--- src/rtl/ram_steuerung_if.sv ---
// Cache-side RAM port of ram_steuerung: one 32-bit word request at a time,
// acknowledged by a one-cycle pulse.
interface ram_steuerung_if;
    logic        RAMLesen;
    logic        RAMSchreiben;
    logic [31:0] RAMAdresse;
    logic [31:0] RAMSchreibDaten;
    logic [31:0] RAMLesDaten;
    logic        RAMDatenGeladen;
    logic        RAMDatenGelesen;

    modport master (
        output RAMLesen, RAMSchreiben, RAMAdresse, RAMSchreibDaten,
        input  RAMLesDaten, RAMDatenGeladen, RAMDatenGelesen
    );

    modport slave (
        input  RAMLesen, RAMSchreiben, RAMAdresse, RAMSchreibDaten,
        output RAMLesDaten, RAMDatenGeladen, RAMDatenGelesen
    );
endinterface

--- src/rtl/ram_steuerung.sv ---
// Memory-side controller: splits one 32-bit cache request into two 16-bit
// asynchronous SRAM accesses with programmable wait states.
module ram_steuerung #(
    parameter int unsigned ADRBITS     = 19,
    parameter int unsigned WARTEZYKLEN = 2
) (
    input  logic               Takt,
    input  logic               ResetN,
    ram_steuerung_if.slave     cache,
    output logic [ADRBITS-1:0] SramAdresse,
    output logic [15:0]        SramDatenAus,
    input  logic [15:0]        SramDatenEin,
    output logic               SramDatenAusAktiv,
    output logic               SramCE_n,
    output logic               SramOE_n,
    output logic               SramWE_n
);

    localparam logic [3:0] PhaseEnde = 4'(WARTEZYKLEN);

    typedef enum logic [2:0] {
        LEERLAUF,
        LESEN_NIEDRIG,
        LESEN_HOCH,
        SCHREIBEN_NIEDRIG,
        SCHREIBEN_HOCH,
        FERTIG,
        ERHOLUNG
    } zustand_e;

    zustand_e zustand_q, zustand_d;
    logic [3:0] zaehler_q, zaehler_d;
    logic auftrag_q, auftrag_d;
    logic schreib_q, schreib_d;
    logic [ADRBITS-2:0] adr_q, adr_d;
    logic [31:0] wdaten_q, wdaten_d;
    logic [15:0] puffer_q, puffer_d;
    logic [31:0] les_daten_q, les_daten_d;
    logic geladen_q, geladen_d;
    logic gelesen_q, gelesen_d;
    logic [ADRBITS-1:0] sram_adr_q, sram_adr_d;
    logic [15:0] sram_dout_q, sram_dout_d;
    logic aktiv_q, aktiv_d;
    logic ce_n_q, ce_n_d;
    logic oe_n_q, oe_n_d;
    logic we_n_q, we_n_d;
    logic phase_ende;
    logic hw;
    logic unused_adr_bits;

    assign unused_adr_bits = ^{cache.RAMAdresse[1:0], cache.RAMAdresse[31:ADRBITS+1]};
    assign phase_ende = (zaehler_q == PhaseEnde);

    // State sequencing and request capture.
    always_comb begin
        zustand_d   = zustand_q;
        zaehler_d   = zaehler_q + 4'd1;
        auftrag_d   = auftrag_q;
        schreib_d   = schreib_q;
        adr_d       = adr_q;
        wdaten_d    = wdaten_q;
        puffer_d    = puffer_q;
        les_daten_d = les_daten_q;

        case (zustand_q)
            LEERLAUF: begin
                zaehler_d = '0;
                // Requests are registered first, the access starts on the next edge.
                if (auftrag_q) begin
                    zustand_d = schreib_q ? SCHREIBEN_NIEDRIG : LESEN_NIEDRIG;
                    auftrag_d = 1'b0;
                end else if (cache.RAMSchreiben || cache.RAMLesen) begin
                    auftrag_d = 1'b1;
                    schreib_d = cache.RAMSchreiben;
                    adr_d     = cache.RAMAdresse[ADRBITS:2];
                    wdaten_d  = cache.RAMSchreibDaten;
                end
            end
            LESEN_NIEDRIG: begin
                if (phase_ende) begin
                    zustand_d = LESEN_HOCH;
                    zaehler_d = '0;
                    puffer_d  = SramDatenEin;
                end
            end
            LESEN_HOCH: begin
                if (phase_ende) begin
                    zustand_d   = FERTIG;
                    zaehler_d   = '0;
                    les_daten_d = {SramDatenEin, puffer_q};
                end
            end
            SCHREIBEN_NIEDRIG: begin
                if (phase_ende) begin
                    zustand_d = SCHREIBEN_HOCH;
                    zaehler_d = '0;
                end
            end
            SCHREIBEN_HOCH: begin
                if (phase_ende) begin
                    zustand_d = FERTIG;
                    zaehler_d = '0;
                end
            end
            FERTIG: begin
                zustand_d = ERHOLUNG;
                zaehler_d = '0;
            end
            ERHOLUNG: begin
                zustand_d = LEERLAUF;
                zaehler_d = '0;
            end
            default: begin
                zustand_d = LEERLAUF;
                zaehler_d = '0;
            end
        endcase
    end

    // Outputs are decoded from the next state so every pin comes straight from a flop.
    always_comb begin
        ce_n_d      = 1'b1;
        oe_n_d      = 1'b1;
        we_n_d      = 1'b1;
        aktiv_d     = 1'b0;
        sram_adr_d  = sram_adr_q;
        sram_dout_d = sram_dout_q;
        hw          = (zustand_d == LESEN_HOCH) || (zustand_d == SCHREIBEN_HOCH);
        geladen_d   = (zustand_d == FERTIG) && !schreib_q;
        gelesen_d   = (zustand_d == FERTIG) && schreib_q;

        case (zustand_d)
            LESEN_NIEDRIG, LESEN_HOCH: begin
                ce_n_d     = 1'b0;
                oe_n_d     = 1'b0;
                sram_adr_d = {adr_q, hw};
            end
            SCHREIBEN_NIEDRIG, SCHREIBEN_HOCH: begin
                ce_n_d      = 1'b0;
                aktiv_d     = 1'b1;
                // Last phase cycle keeps WE_n high for data hold.
                we_n_d      = (zaehler_d >= PhaseEnde);
                sram_adr_d  = {adr_q, hw};
                sram_dout_d = hw ? wdaten_q[31:16] : wdaten_q[15:0];
            end
            default: ;
        endcase
    end

    always_ff @(posedge Takt or negedge ResetN) begin
        if (!ResetN) begin
            zustand_q   <= LEERLAUF;
            zaehler_q   <= '0;
            auftrag_q   <= 1'b0;
            schreib_q   <= 1'b0;
            adr_q       <= '0;
            wdaten_q    <= '0;
            puffer_q    <= '0;
            les_daten_q <= '0;
            geladen_q   <= 1'b0;
            gelesen_q   <= 1'b0;
            sram_adr_q  <= '0;
            sram_dout_q <= '0;
            aktiv_q     <= 1'b0;
            ce_n_q      <= 1'b1;
            oe_n_q      <= 1'b1;
            we_n_q      <= 1'b1;
        end else begin
            zustand_q   <= zustand_d;
            zaehler_q   <= zaehler_d;
            auftrag_q   <= auftrag_d;
            schreib_q   <= schreib_d;
            adr_q       <= adr_d;
            wdaten_q    <= wdaten_d;
            puffer_q    <= puffer_d;
            les_daten_q <= les_daten_d;
            geladen_q   <= geladen_d;
            gelesen_q   <= gelesen_d;
            sram_adr_q  <= sram_adr_d;
            sram_dout_q <= sram_dout_d;
            aktiv_q     <= aktiv_d;
            ce_n_q      <= ce_n_d;
            oe_n_q      <= oe_n_d;
            we_n_q      <= we_n_d;
        end
    end

    assign cache.RAMLesDaten     = les_daten_q;
    assign cache.RAMDatenGeladen = geladen_q;
    assign cache.RAMDatenGelesen = gelesen_q;
    assign SramAdresse           = sram_adr_q;
    assign SramDatenAus          = sram_dout_q;
    assign SramDatenAusAktiv     = aktiv_q;
    assign SramCE_n              = ce_n_q;
    assign SramOE_n              = oe_n_q;
    assign SramWE_n              = we_n_q;

endmodule

--- src/flat_wrapper.sv ---
// flat-port wrapper written by rule: the top's interface ports become plain ports
module ram_steuerung_flat 
#(
    parameter int unsigned ADRBITS     = 19,
    parameter int unsigned WARTEZYKLEN = 2
)
  (Takt, ResetN, SramAdresse, SramDatenAus, SramDatenEin, SramDatenAusAktiv, SramCE_n, SramOE_n, SramWE_n, cache_RAMLesen, cache_RAMSchreiben, cache_RAMAdresse, cache_RAMSchreibDaten, cache_RAMLesDaten, cache_RAMDatenGeladen, cache_RAMDatenGelesen);
  ram_steuerung_if cache_i ();
  input  logic Takt;
  input  logic ResetN;
  output logic [ADRBITS-1:0] SramAdresse;
  output logic [15:0] SramDatenAus;
  input  logic [15:0] SramDatenEin;
  output logic SramDatenAusAktiv;
  output logic SramCE_n;
  output logic SramOE_n;
  output logic SramWE_n;
  input wire logic [$bits(cache_i.RAMLesen)-1:0] cache_RAMLesen;
  input wire logic [$bits(cache_i.RAMSchreiben)-1:0] cache_RAMSchreiben;
  input wire logic [$bits(cache_i.RAMAdresse)-1:0] cache_RAMAdresse;
  input wire logic [$bits(cache_i.RAMSchreibDaten)-1:0] cache_RAMSchreibDaten;
  output wire logic [$bits(cache_i.RAMLesDaten)-1:0] cache_RAMLesDaten;
  output wire logic [$bits(cache_i.RAMDatenGeladen)-1:0] cache_RAMDatenGeladen;
  output wire logic [$bits(cache_i.RAMDatenGelesen)-1:0] cache_RAMDatenGelesen;
  assign cache_i.RAMLesen = cache_RAMLesen;
  assign cache_i.RAMSchreiben = cache_RAMSchreiben;
  assign cache_i.RAMAdresse = cache_RAMAdresse;
  assign cache_i.RAMSchreibDaten = cache_RAMSchreibDaten;
  assign cache_RAMLesDaten = cache_i.RAMLesDaten;
  assign cache_RAMDatenGeladen = cache_i.RAMDatenGeladen;
  assign cache_RAMDatenGelesen = cache_i.RAMDatenGelesen;
  ram_steuerung #(.ADRBITS(ADRBITS), .WARTEZYKLEN(WARTEZYKLEN)) u_core (.Takt(Takt), .ResetN(ResetN), .cache(cache_i), .SramAdresse(SramAdresse), .SramDatenAus(SramDatenAus), .SramDatenEin(SramDatenEin), .SramDatenAusAktiv(SramDatenAusAktiv), .SramCE_n(SramCE_n), .SramOE_n(SramOE_n), .SramWE_n(SramWE_n));
endmodule
--- config.mk ---
export PLATFORM = sky130hd
export DESIGN_NAME = ram_steuerung_flat
export DESIGN_NICKNAME = d
export VERILOG_FILES = /design/src/rtl/ram_steuerung_if.sv /design/src/rtl/ram_steuerung.sv /design/src/flat_wrapper.sv
export SDC_FILE = /design/constraint.sdc
export NUM_CORES = 1
export LEC_CHECK = 0
export BUFFER_PORTS_ARGS = -buffer_cell sky130_fd_sc_hd__buf_2
export CAP_MARGIN = 20
export CORE_AREA = 2 2 107 109
export CTS_CLUSTER_SIZE = 25
export DETAILED_ROUTE_END_ITERATION = 8
export DIE_AREA = 0 0 109 111
export GPL_TIMING_DRIVEN = 0
export PLACE_DENSITY = 0.83
export SLEW_MARGIN = 40
export SYNTH_ARGS = -nofsm -noshare
export SYNTH_HDL_FRONTEND = slang
export SYNTH_SLANG_ARGS = --single-unit
--- constraint.sdc ---
create_clock -name Takt -period 5.7 [get_ports Takt]
set_clock_uncertainty 0.2 [all_clocks]
set_input_delay 1.14 -clock Takt [delete_from_list [all_inputs] [get_ports Takt]]
set_output_delay 1.14 -clock Takt [all_outputs]
set_load 0.02 [all_outputs]
# Yosys cells after proc, flatten, opt, wreduce, memory -nomap -nowiden
# Index checks and enable logic that the tools add are counted.
# word_totals
regBits,148
inputBits,84
word_cells,59
# classes
addsub,1
n_lt_le_gt_ge,1
eq_ne,11
n_mux,15
bitwise_logic,1
reduce_logical,14
# op_table
operator,count
16-bit two-way mux,1
3-bit case mux with 5 select lines,1
3-bit by 2-bit equality test with 1-bit output (second input constant),4
3-bit equality test (second input constant),4
3-bit two-way mux,4
4-bit two-way mux,2
4-bit OR reduction,2
3-bit by 1-bit equality test with 1-bit output (second input constant),2
1-bit two-way mux,6
2-bit OR reduction,3
4-bit by 1-bit adder with 4-bit output (second input constant),1
4-bit by 2-bit equality test with 1-bit output (second input constant),1
4-bit by 2-bit greater-or-equal comparator with 1-bit output (second input constant),1
2-bit AND reduction,2
3-bit logical NOT,1
3-bit AND reduction,1
1-bit logical AND,2
1-bit logical OR,2
2-bit two-way mux,1
1-bit logical NOT,1
1-bit NOT,1

# Longest topological paths before layout
# logic_depth
ltp_word,6
ltp_mapped,8

# Worst setup path after synthesis
# No wires, ideal clock.
# synth_timing
kind,in2reg
from,input cache_RAMLesen
to,register u_core.adr_q[10]
arrival_time_ns,2.011
required_ns,5.375
path_slack_ns,3.364
stages,4
path_cell_list,nor2_1 nor3_4 buf_6 mux2_2
# synth_via
elab_chain_cells,2
# synth_lines
item,line,text
"start, declared",flat_wrapper.sv:18,input wire logic [$bits(cache_i.RAMLesen)-1:0] cache_RAMLesen;
1-bit logical OR,ram_steuerung.sv:72,end else if (cache.RAMSchreiben || cache.RAMLesen) begin
3-bit AND reduction (no line),--,
"end signal, assigned",ram_steuerung.sv:173,adr_q <= adr_d;
"end, declared",ram_steuerung.sv:35,"logic [ADRBITS-2:0] adr_q, adr_d;"
# Every way passes these cells.
# A chain may end at the register's enable or synchronous reset.

# Worst setup path in the final report
# layout_timing
from,register u_core.zaehler_q[0]
to,register u_core.sram_dout_q[12] (netlist: u_core.SramDatenAus[12])
# layout_via
elab_chain_cells,6
elab_cells_between_ends,11
# layout_lines
item,line,text
"start, declared",ram_steuerung.sv:32,"logic [3:0] zaehler_q, zaehler_d;"
"start signal, assigned",ram_steuerung.sv:170,zaehler_q <= zaehler_d;
4-bit by 2-bit equality test with 1-bit output *,ram_steuerung.sv:52,assign phase_ende = (zaehler_q == PhaseEnde);
"3-bit two-way mux, on equally long branches",--,
3-bit case mux with 5 select lines *,ram_steuerung.sv:65,case (zustand_q)
3-bit by 2-bit equality test with 1-bit output or 3-bit equality test (tied branches),"ram_steuerung.sv:128, ram_steuerung.sv:132",
1-bit logical OR,ram_steuerung.sv:128,hw = (zustand_d == LESEN_HOCH) || (zustand_d == SCHREIBEN_HOCH);
16-bit two-way mux,ram_steuerung.sv:144,sram_dout_d = hw ? wdaten_q[31:16] : wdaten_q[15:0];
"end signal, assigned",ram_steuerung.sv:180,sram_dout_q <= sram_dout_d;
"end, declared",ram_steuerung.sv:42,"logic [15:0] sram_dout_q, sram_dout_d;"
# Mark *: on every way between the ends. The rest lies on a longest branch, timed or not.

==> results.yml <==
outcome:
  status: "finished clean"
grt:
  grt_pass1_wl_um: 21010
  antenna_found_initial: 0
  gr-total-overflow: 0
  track_usage: 0.2283
  grt_max_degree: 64
  grt_pass1_vias: 4303
run:
  maxCapViolations: 0
floorplan:
  rows: 39
  num_io_pins: 157
  start_util: 0.5482
  core-area_um2: 11080
  die_area_um2: 12100
  die_h_um: 111
  die_w_um: 109
hold_path:
  min_path_type: "flip-flop to flip-flop"
  holdPathStages: 1
  worstHoldEndpoint: "u_core.cache.RAMDatenGeladen$_DFF_PN0_"
  hp-start: "u_core.schreib_q$_DFFE_PN0P_"
timing:
  post-route-min-period_ns: 2.581
  tightest_slew_ns: 0.6840
  period_share: 0.4529
  drv_slew: 0
  setup_violations: 0
  rsz0062_at_grt: "no"
  fmax_ghz: 0.3874
  finalSetupTns_ns: 0
  finalHoldViolCount: 0
  maxSlewHeadroom: 0.5405
worst_setup_path:
  path_class: "flip-flop to flip-flop"
  arrival_ns: 2.72
  reg2reg_slack_ns: 3.12
  cp-start-kind: "flip-flop"
  startpoint: "u_core.zaehler_q[0]$_DFF_PN0_"
  r2r_cells: 8
  endpoint_kind: "flip-flop"
  r2r-start: "u_core.zaehler_q[0]$_DFF_PN0_"
  timing.rr.end: "u_core.SramDatenAus[12]$_DFFE_PN0P_"
  cp_data_required_time_ns: 5.84
  cp_max_fo: 10
synth:
  synth-edff-count: 0
  netlist_instances: 403
  synthArstFlopShare: 1.000
  synth_cell_type_count: 46
  yosysSeqAreaShare: 0.6106
  synth_nets: 489
  synth_area_um2: 6072
  synth_warnings: 0
  ys_seq_elements: 148
  syn_area_per_cell_um2: 15.07
  synth_top_flop_cell: "dfrtp_1"
placement:
  portBuffers: 142
  place.gp.congestion: 0.8619
  hpwl_um: 9017
clock_tree:
  cts-root-buf: "clkbuf_16"
  cts_setup_buffers: 0
  clk_pin_slew_ns: 0.06
  cts_tree: "yes"
  ctsHoldBuffers: 0
  htree_num_levels: 4
  post_cts_resized: 0
  numCtsBuffers: 17
  clock_latency_ns: 0.42
  clock_path_buffers: 2
  cts.sinks: 148
detailed_routing:
  drtIter0Drc: 286
  post_drt_wl_per_cell_um: 17.59
  ant_nets: 0
  drc: 0
  viasPerCell: 5.495
  wl_um: 12680
  first_pass_iters: 6
  num_vias: 3962
power:
  p_per_area_nw_per_um2: 686.3
  vdd_drop_max_uv: 412.5
  power.leakage_nw: 3.560
final_layout:
  final_util: 0.6864
  layout-drive-gt1-share: 0.5277
  diodes: 0
  nNetsFinal: 652
  area_delta_synth_final_pct: 25.22
synth_stat cells, types with 2 or more instances:
library cell  count  area, um^2
o211ai_1          2       15.01
mux2_1           14       157.7
or3_1             3       18.77
mux2_4           18       270.3
nor2_1            7       26.28
mux2_2           84       945.9
a2bb2oi_1        16       140.1
dfstp_2           3       78.83
clkbuf_1          6       22.52
a32oi_1          16       140.1
buf_2             8       40.04
ha_1              2       25.02
o21ai_0          20       100.1
nor4_1            2       12.51
buf_6            10       112.6
nand2_1           5       18.77
dfrtp_1         145        3628
xnor2_1           2       17.52
nand2b_1          2       12.51
a21oi_1           6       30.03
nor2b_1           2       12.51
nand3_1           2       10.01
inv_1             5       18.77
flip-flops by register name, indices dropped and copies added, names as in the netlist:
name,cells
u_core.auftrag_q,1
u_core.wdaten_q,32
u_core.SramWE_n,1
u_core.zaehler_q,4
u_core.puffer_q,16
u_core.SramAdresse,19
u_core.zustand_q,3
u_core.SramOE_n,1
u_core.cache.RAMDatenGeladen,1
u_core.SramDatenAusAktiv,1
u_core.SramDatenAus,16
u_core.schreib_q,1
u_core.cache.RAMLesDaten,32
u_core.adr_q,18
u_core.cache.RAMDatenGelesen,1
u_core.SramCE_n,1
power breakdown:
part,internal [W],total [W],leakage (nW),switching (W)
clock network,0.000678,0.00107,0.286,0.000391
logic,0.00110,0.00225,1.52,0.00115
registers,0.00161,0.00190,1.75,0.000297
cell usage in the layout (no fill, tap or decap), types with 2 or more instances in the layout:
cell type / count
mux2_1: 14
o21ai_0: 20
dfrtp_1: 145
nor2_1: 7
a32oi_1: 16
inv_1: 5
buf_16: 2
dfstp_2: 3
buf_6: 10
nand2_1: 5
nor2b_1: 2
ha_1: 2
or3_1: 3
xnor2_1: 2
clkbuf_8: 7
clkbuf_16: 17
buf_2: 149
nand2b_1: 2
clkinv_2: 2
nor4_1: 2
a21oi_1: 6
mux2_2: 84
mux2_4: 18
a2bb2oi_1: 16
nand3_1: 2
o211ai_1: 2
clkbuf_1: 10
worst max-delay path, stage by stage (launching register included):
cell,delay [ns]
dfrtp_1,0.43
inv_1,0.10
ha_1,0.20
nor3b_1,0.47
or3_1,0.18
clkbuf_1,0.31
buf_2,0.31
a32oi_1,0.14
a2bb2oi_1,0.16
worst max-delay path by stage:
stage,slack (ns),depth (start not counted),end
after global placement,1.34,1,u_core.SramAdresse[2]$_DFFE_PN0P_
final,3.12,8,u_core.SramDatenAus[12]$_DFFE_PN0P_
after floorplan,3.36,4,u_core.adr_q[10]$_DFFE_PN0P_
after CTS,3.13,8,u_core.SramDatenAus[13]$_DFFE_PN0P_
after global routing,2.94,7,u_core.SramDatenAus[12]$_DFFE_PN0P_
after detailed placement,3.09,5,u_core.adr_q[14]$_DFFE_PN0P_
layout make-up:
type                    instances  area, um^2
multi-input cells             225        2167
inverters                       5       18.77
repair buffers                144       775.7
fillers                       783        3473
clock buffers                  28       536.8
flip-flops and latches        148        3707
clock inverters                 3       40.04
well taps                     143       178.9
plain buffers                  25       178.9
logic make-up (layout without fill, tap and decap cells):
kind of cell	Yosys count	count (layout)	synth area share
buffers and inverters	30	205	0.03256
and+or+nand+nor	36	36	0.03812
muxes	117	117	0.2279
xor gates and xnor gates	3	3	0.004328
adders and majority gates	2	2	0.004121
DFF	148	148	0.6106
AOI/OAI and AO/OA	67	67	0.08242
through the flow:
step	hold WS [ns]	setup WS (ns)	cells	area (um^2)	power (W)
2_1_floorplan	0.2253	3.364	403	6072	0.003509
3_3_place_gp	0.2541	1.341	688	6962	0.004033
3_5_place_dp	0.2536	3.093	690	7027	0.004169
4_1_cts	0.2608	3.129	721	7604	0.005259
5_1_grt	0.3005	2.937	721	7604	0.005525
6_report	0.2596	3.119	721	7604	0.005218
metal layers:
metal / vias to the layer above / GRT usage / wire (um)
met5: - / 0 / 0
li1: 1802 / - / -
met3: 27 / 0.05467 / 648
met2: 129 / 0.3718 / 6606
met4: 0 / 0.1179 / 328
met1: 2004 / 0.2798 / 5098
No activity file was read; power rests on OpenSTA's default activity.
